[src/rtl/ball_track_ctrl.sv]
`default_nettype none
// ============================================================================
//  Module      : ball_track_ctrl
//  Description : Frame-synchronous ball tracking controller. It waits for
//                sensor settling frames after START. It then enables the ball
//                detector and evaluates each per-frame detector result
//                against a minimum pixel count. Accepted positions go to a
//                valid/ready consumer. Consecutive misses are counted and
//                raise a LOST flag.
//  Ports       : CLK, RST_N (async, active-low)
//                START            - tracking request level
//                VGA_VS           - active-low vertical sync (fall = frame)
//                RES_VALID/X/Y/COUNT - detector end-of-frame result
//                DET_ENABLE       - detector enable (DETECT/EVAL only)
//                POS_X/POS_Y/POS_VALID/POS_READY - accepted position output
//                LOST             - ball-lost flag
//                OVERRUN          - pulse when a pending position is replaced
//                FRAME_CNT        - frames seen while not idle
//  Revision    : 1.0 - initial release
// ============================================================================
module ball_track_ctrl #(
    parameter int unsigned MIN_COUNT   = 8,
    parameter int unsigned LOST_FRAMES = 4,
    parameter int unsigned SKIP_FRAMES = 1
) (
    input  logic        CLK,
    input  logic        RST_N,
    input  logic        START,
    input  logic        VGA_VS,
    input  logic        RES_VALID,
    input  logic [5:0]  RES_X,
    input  logic [4:0]  RES_Y,
    input  logic [7:0]  RES_COUNT,
    output logic        DET_ENABLE,
    output logic [5:0]  POS_X,
    output logic [4:0]  POS_Y,
    output logic        POS_VALID,
    input  logic        POS_READY,
    output logic        LOST,
    output logic        OVERRUN,
    output logic [15:0] FRAME_CNT
);

    // Counter widths sized to hold their terminal value, never narrower than 1.
    localparam int unsigned MISS_W = (LOST_FRAMES < 1) ? 1 : $clog2(LOST_FRAMES + 1);
    localparam int unsigned SKIP_W = (SKIP_FRAMES < 1) ? 1 : $clog2(SKIP_FRAMES + 1);

    localparam logic [MISS_W-1:0] C_LOST     = MISS_W'(LOST_FRAMES);
    localparam logic [MISS_W-1:0] C_MISS_ONE = MISS_W'(1);
    localparam logic [SKIP_W-1:0] C_SKIP     = SKIP_W'(SKIP_FRAMES);
    localparam logic [SKIP_W-1:0] C_SKIP_ONE = SKIP_W'(1);
    localparam logic [8:0]        C_MIN      = 9'(MIN_COUNT);

    typedef enum logic [1:0] {
        IDLE    = 2'd0,
        WAIT_VS = 2'd1,
        DETECT  = 2'd2,
        EVAL    = 2'd3
    } state_t;

    state_t            r_state;
    logic              r_vs_d;
    logic [SKIP_W-1:0] r_skip_cnt;
    logic [MISS_W-1:0] r_miss_cnt;
    logic [5:0]        r_lat_x;
    logic [4:0]        r_lat_y;
    logic [7:0]        r_lat_cnt;

    logic              w_fe;
    logic              w_hit;
    logic [MISS_W-1:0] w_miss_next;
    logic              w_miss_lost;

    // Frame edge: the previous sample was high and VGA_VS is now low.
    assign w_fe        = r_vs_d & ~VGA_VS;
    assign w_hit       = ({1'b0, r_lat_cnt} >= C_MIN);
    // Saturating miss increment; the compare guards the add, so it never wraps.
    assign w_miss_next = (r_miss_cnt < C_LOST) ? (r_miss_cnt + C_MISS_ONE) : C_LOST;
    assign w_miss_lost = (w_miss_next == C_LOST);

    always_ff @(posedge CLK or negedge RST_N) begin
        if (!RST_N) begin
            r_state    <= IDLE;
            r_vs_d     <= 1'b1;   // high history so reset release gives no false edge
            r_skip_cnt <= '0;
            r_miss_cnt <= '0;
            r_lat_x    <= '0;
            r_lat_y    <= '0;
            r_lat_cnt  <= '0;
            DET_ENABLE <= 1'b0;
            POS_X      <= '0;
            POS_Y      <= '0;
            POS_VALID  <= 1'b0;
            LOST       <= 1'b0;
            OVERRUN    <= 1'b0;
            FRAME_CNT  <= '0;
        end else begin
            r_vs_d  <= VGA_VS;
            OVERRUN <= 1'b0;

            if (w_fe && (r_state != IDLE)) begin
                FRAME_CNT <= FRAME_CNT + 16'd1;
            end

            // The handshake completes independently of the FSM, even when
            // tracking is stopped. A hit in EVAL below overrides this clear.
            if (POS_VALID && POS_READY) begin
                POS_VALID <= 1'b0;
            end

            if (!START) begin
                r_state    <= IDLE;
                r_skip_cnt <= '0;
                r_miss_cnt <= '0;
                LOST       <= 1'b0;
                DET_ENABLE <= 1'b0;
            end else begin
                case (r_state)
                    IDLE: begin
                        r_state    <= WAIT_VS;
                        r_skip_cnt <= '0;
                    end

                    WAIT_VS: begin
                        if (w_fe) begin
                            if (r_skip_cnt < C_SKIP) begin
                                r_skip_cnt <= r_skip_cnt + C_SKIP_ONE;
                            end else begin
                                r_state    <= DETECT;
                                DET_ENABLE <= 1'b1;
                            end
                        end
                    end

                    DETECT: begin
                        // A result wins over a coincident frame edge.
                        if (RES_VALID) begin
                            r_lat_x   <= RES_X;
                            r_lat_y   <= RES_Y;
                            r_lat_cnt <= RES_COUNT;
                            r_state   <= EVAL;
                        end else if (w_fe) begin
                            r_miss_cnt <= w_miss_next;
                            LOST       <= LOST | w_miss_lost;
                        end
                    end

                    EVAL: begin
                        r_state <= DETECT;
                        if (w_hit) begin
                            POS_X      <= r_lat_x;
                            POS_Y      <= r_lat_y;
                            POS_VALID  <= 1'b1;
                            r_miss_cnt <= '0;
                            LOST       <= 1'b0;
                            // Replacing a position the consumer has not taken.
                            if (POS_VALID && !POS_READY) begin
                                OVERRUN <= 1'b1;
                            end
                        end else begin
                            r_miss_cnt <= w_miss_next;
                            LOST       <= LOST | w_miss_lost;
                        end
                    end

                    default: begin
                        r_state    <= IDLE;
                        DET_ENABLE <= 1'b0;
                    end
                endcase
            end
        end
    end

endmodule
`default_nettype wire

[config.mk]
export PLATFORM = sky130hd
export DESIGN_NAME = ball_track_ctrl
export DESIGN_NICKNAME = d
export VERILOG_FILES = /design/src/rtl/ball_track_ctrl.sv
export SDC_FILE = /design/constraint.sdc
export NUM_CORES = 1
export LEC_CHECK = 0
export CORE_MARGIN = 5
export CORE_UTILIZATION = 45
export CTS_CLUSTER_DIAMETER = 60
export DETAILED_ROUTE_END_ITERATION = 16
export GPL_ROUTABILITY_DRIVEN = 1
export PLACE_DENSITY = 0.74
export SLEW_MARGIN = 5
export SYNTH_ARGS = -nofsm -noshare
export SYNTH_HDL_FRONTEND = slang
export SYNTH_SLANG_ARGS = --single-unit
[constraint.sdc]
create_clock -name CLK -period 2.6 [get_ports CLK]
set_input_delay 0.52 -clock CLK [delete_from_list [all_inputs] [get_ports CLK]]
set_output_delay 0.52 -clock CLK [all_outputs]
set_load 0.01 [all_outputs]
==> results.toml <==
[logic_synthesis]
synth_seq_cells = 54
yosysTopAreaCell = "dfrtp_1"
synth.most_common_cell = "dfrtp_1"
async_reset_ff_share_pct = 100
syn-mean-instance-area_um2 = 13.9
synth_top_area_share_pct = 58.7
ys.flop_type = "dfrtp_1"
yosys_warnings = 0
synth_commonest_cells = "dfrtp_1, mux2_2, xnor2_1"
synth_cell_types = 35
syn_nets = 189
synth_edf_count = 0
synth_area_um2 = 2260
synthTopCellsByArea = "dfrtp_1, mux2_2, mux2_4"
seq_area_frac_synth_pct = 59.9
syn_inst = 162

[detailed_routing]
vias = 1434
drt_first_pass_iters = 4
finalWirelength_mm = 4.03
ant_nets = 0
drt_iter0_markers = 61
drc = 0
wl_per_cell_um = 14.0
vias_per_cell = 4.98

[global_route]
groute.layer.met1.usage_pct = 17.8
gr-total-overflow = 0
grtUsageTotal_pct = 14.0
grt-busiest-layer = "met2"
grt_max_degree = 55
grt_first_pass_wirelength_mm = 7.07
grt_util_met3_pct = 4.77
antenna_found_initial = 0
use_met2_pct = 22.3
grt_pass1_vias = 1494

[clocking]
clkSinkCount = 54
clk-insertion-delay-late_ps = 300
cts_buffers = 5
clk_path_buf_depth = 2
cts_resized = 0
clk_pin_slew_ps = 90
ctsHoldBuffers = 0
cts_tree = "built"
cts_setup_buffers = 0
htreeDepth = 2
root_buffer = "clkbuf_8"

[floorplan]
coreArea_um2 = 4790
die_area_um2 = 6540
die_h_um = 80.8
dieWidth_um = 80.8
start_util_pct = 47.2
fp-row-count = 25
ios = 56

[sta]
finalSetupViolCount = 0
finalSetupTns_ps = 0
rsz0062_at_grt = "no"
period_minus_slack_ps = 1880
finalHoldViolations = 0
fin_ws_ps = 721
skew_ps = 5.32
drv_slew = 0
worst_slew_pin_slew_ps = 656
maxSlewHeadroom_pct = 56.3
fmax_mhz = 532
fin_crit_sh_pct = 72.3
hold_ws_ps = 333

[setup_path]
cp.arrival_ps = 2070
crit_path_start = "START"
start_kind = "input pin"
cp_max_fo = 11
path_class = "in -> reg"
worst_setup_path_end_kind = "flop"
r2r_start = "r_lat_cnt[6]"
cp.required_ps = 2790

[finish]
fin_nets = 247
multi_input_area_um2 = 865
syn_to_final_growth_pct = 30.4
n_fill_cell = 391
diodes = 0
drive_gt1_share_pct = 21.7
register_area_um2 = 1350
stdcell_count = 288

[power]
power_leakage_uw = 0.00134
peakVddDrop_mv = 0.382
powerDensity_nw_per_um2 = 569

[placed_design]
place_inst = 280
io_buffers = 52
gp_congestion = 0.696
pre_cts_ws_ps = 406
hpwl_mm = 2.98

[run]
maxCapViolations = 0

[status]
run_status = "finished, final reports clean"

[hold_path]
holdCritPathClass = "in -> async"
-- worst max-delay path, cell delays in order --
cell and delay, ps:
clkdlybuf4s50_1 650, nand3_1 190, nor2_2 110, buf_4 240
mux2_2 360
-- flip-flops by register name, indices dropped and copies added (netlist names) --
name,flops
LOST,1
POS_Y,5
r_vs_d,1
r_lat_y,5
FRAME_CNT,16
r_miss_cnt,3
OVERRUN,1
DET_ENABLE,1
r_lat_x,6
r_lat_cnt,5
POS_VALID,1
r_state,2
POS_X,6
r_skip_cnt,1
-- area by class of cell --
| type | count | area share, % |
|---|---|---|
| Tap cell | 67 | 2.85 |
| Multi-Input combinational cell | 100 | 29.4 |
| Inverter | 4 | 0.510 |
| Clock inverter | 1 | 0.170 |
| Sequential cell | 54 | 45.9 |
| Clock buffer | 7 | 2.93 |
| Timing Repair Buffer | 55 | 18.3 |
-- worst paths after layout --
path / to / slack [ps] / depth (start not counted)
setup / recovery: POS_Y[4] / 720 / 5
hold / removal: FRAME_CNT[5] / 330 / 2
min in group CLK: FRAME_CNT[15] / 470 / 1
setup reg to reg: POS_X[2] / 940 / 5
max in group asynchronous: r_miss_cnt[1] / 1830 / 2
hold reg to reg: FRAME_CNT[15] / 470 / 1
-- power by group --
part | switching (uW) | internal, uW
logic | 96.0 | 148
clock network | 257 | 215
registers | 62.3 | 898
total | 415 | 1260
-- per-stage QoR --
| step | power, uW | util, % | area [um^2] |
|---|---|---|---|
| CTS | 1690 | 61.5 | 2950 |
| global placement | 1220 | 59.6 | 2850 |
| floorplan | 1070 | - | 2260 |
| detailed placement | 1230 | 59.6 | 2850 |
| finish | 1680 | 61.5 | 2950 |
| global route | 1760 | 61.5 | 2950 |
-- metal layers --
| metal | up-vias | part of all wire (%) |
|---|---|---|
| met5 | - | 0 |
| met4 | 0 | 1.2 |
| met3 | 8 | 7.8 |
| met2 | 40 | 51 |
| met1 | 701 | 40 |
| li1 | 685 | - |
-- cells by family after synthesis --
kind of cell,after synthesis,share of synthesized area [%]
multiplexers,28,15.6
adder cells (fa/ha/maj),2,1.11
flip-flops,54,59.9
AO/OA/AOI/OAI,15,4.82
XOR/XNOR,15,5.82
buffers and inverters,8,1.83
AND/OR/NAND/NOR,40,10.9
-- placed cells by master (no fill, tap or decap), drive strengths merged --
cell type,n
o21ai,1
nand2b,1
mux2,28
ha,2
nor2,7
buf,4
o21a,4
o41ai,2
dfstp,1
and2,1
xnor2,11
or3,1
and4,3
nor4,1
o221a,1
clkbuf,7
a31o,1
nand3,9
xor2,4
nor2b,1
clkinv,1
o22ai,1
clkdlybuf4s50,51
nor3,3
dfrtp,53
nand4,3
inv,4
a21oi,3
and3,3
nor3b,1
nand2,6
a21boi,1
o31ai,1
No activity file was read; power rests on OpenSTA's default activity.
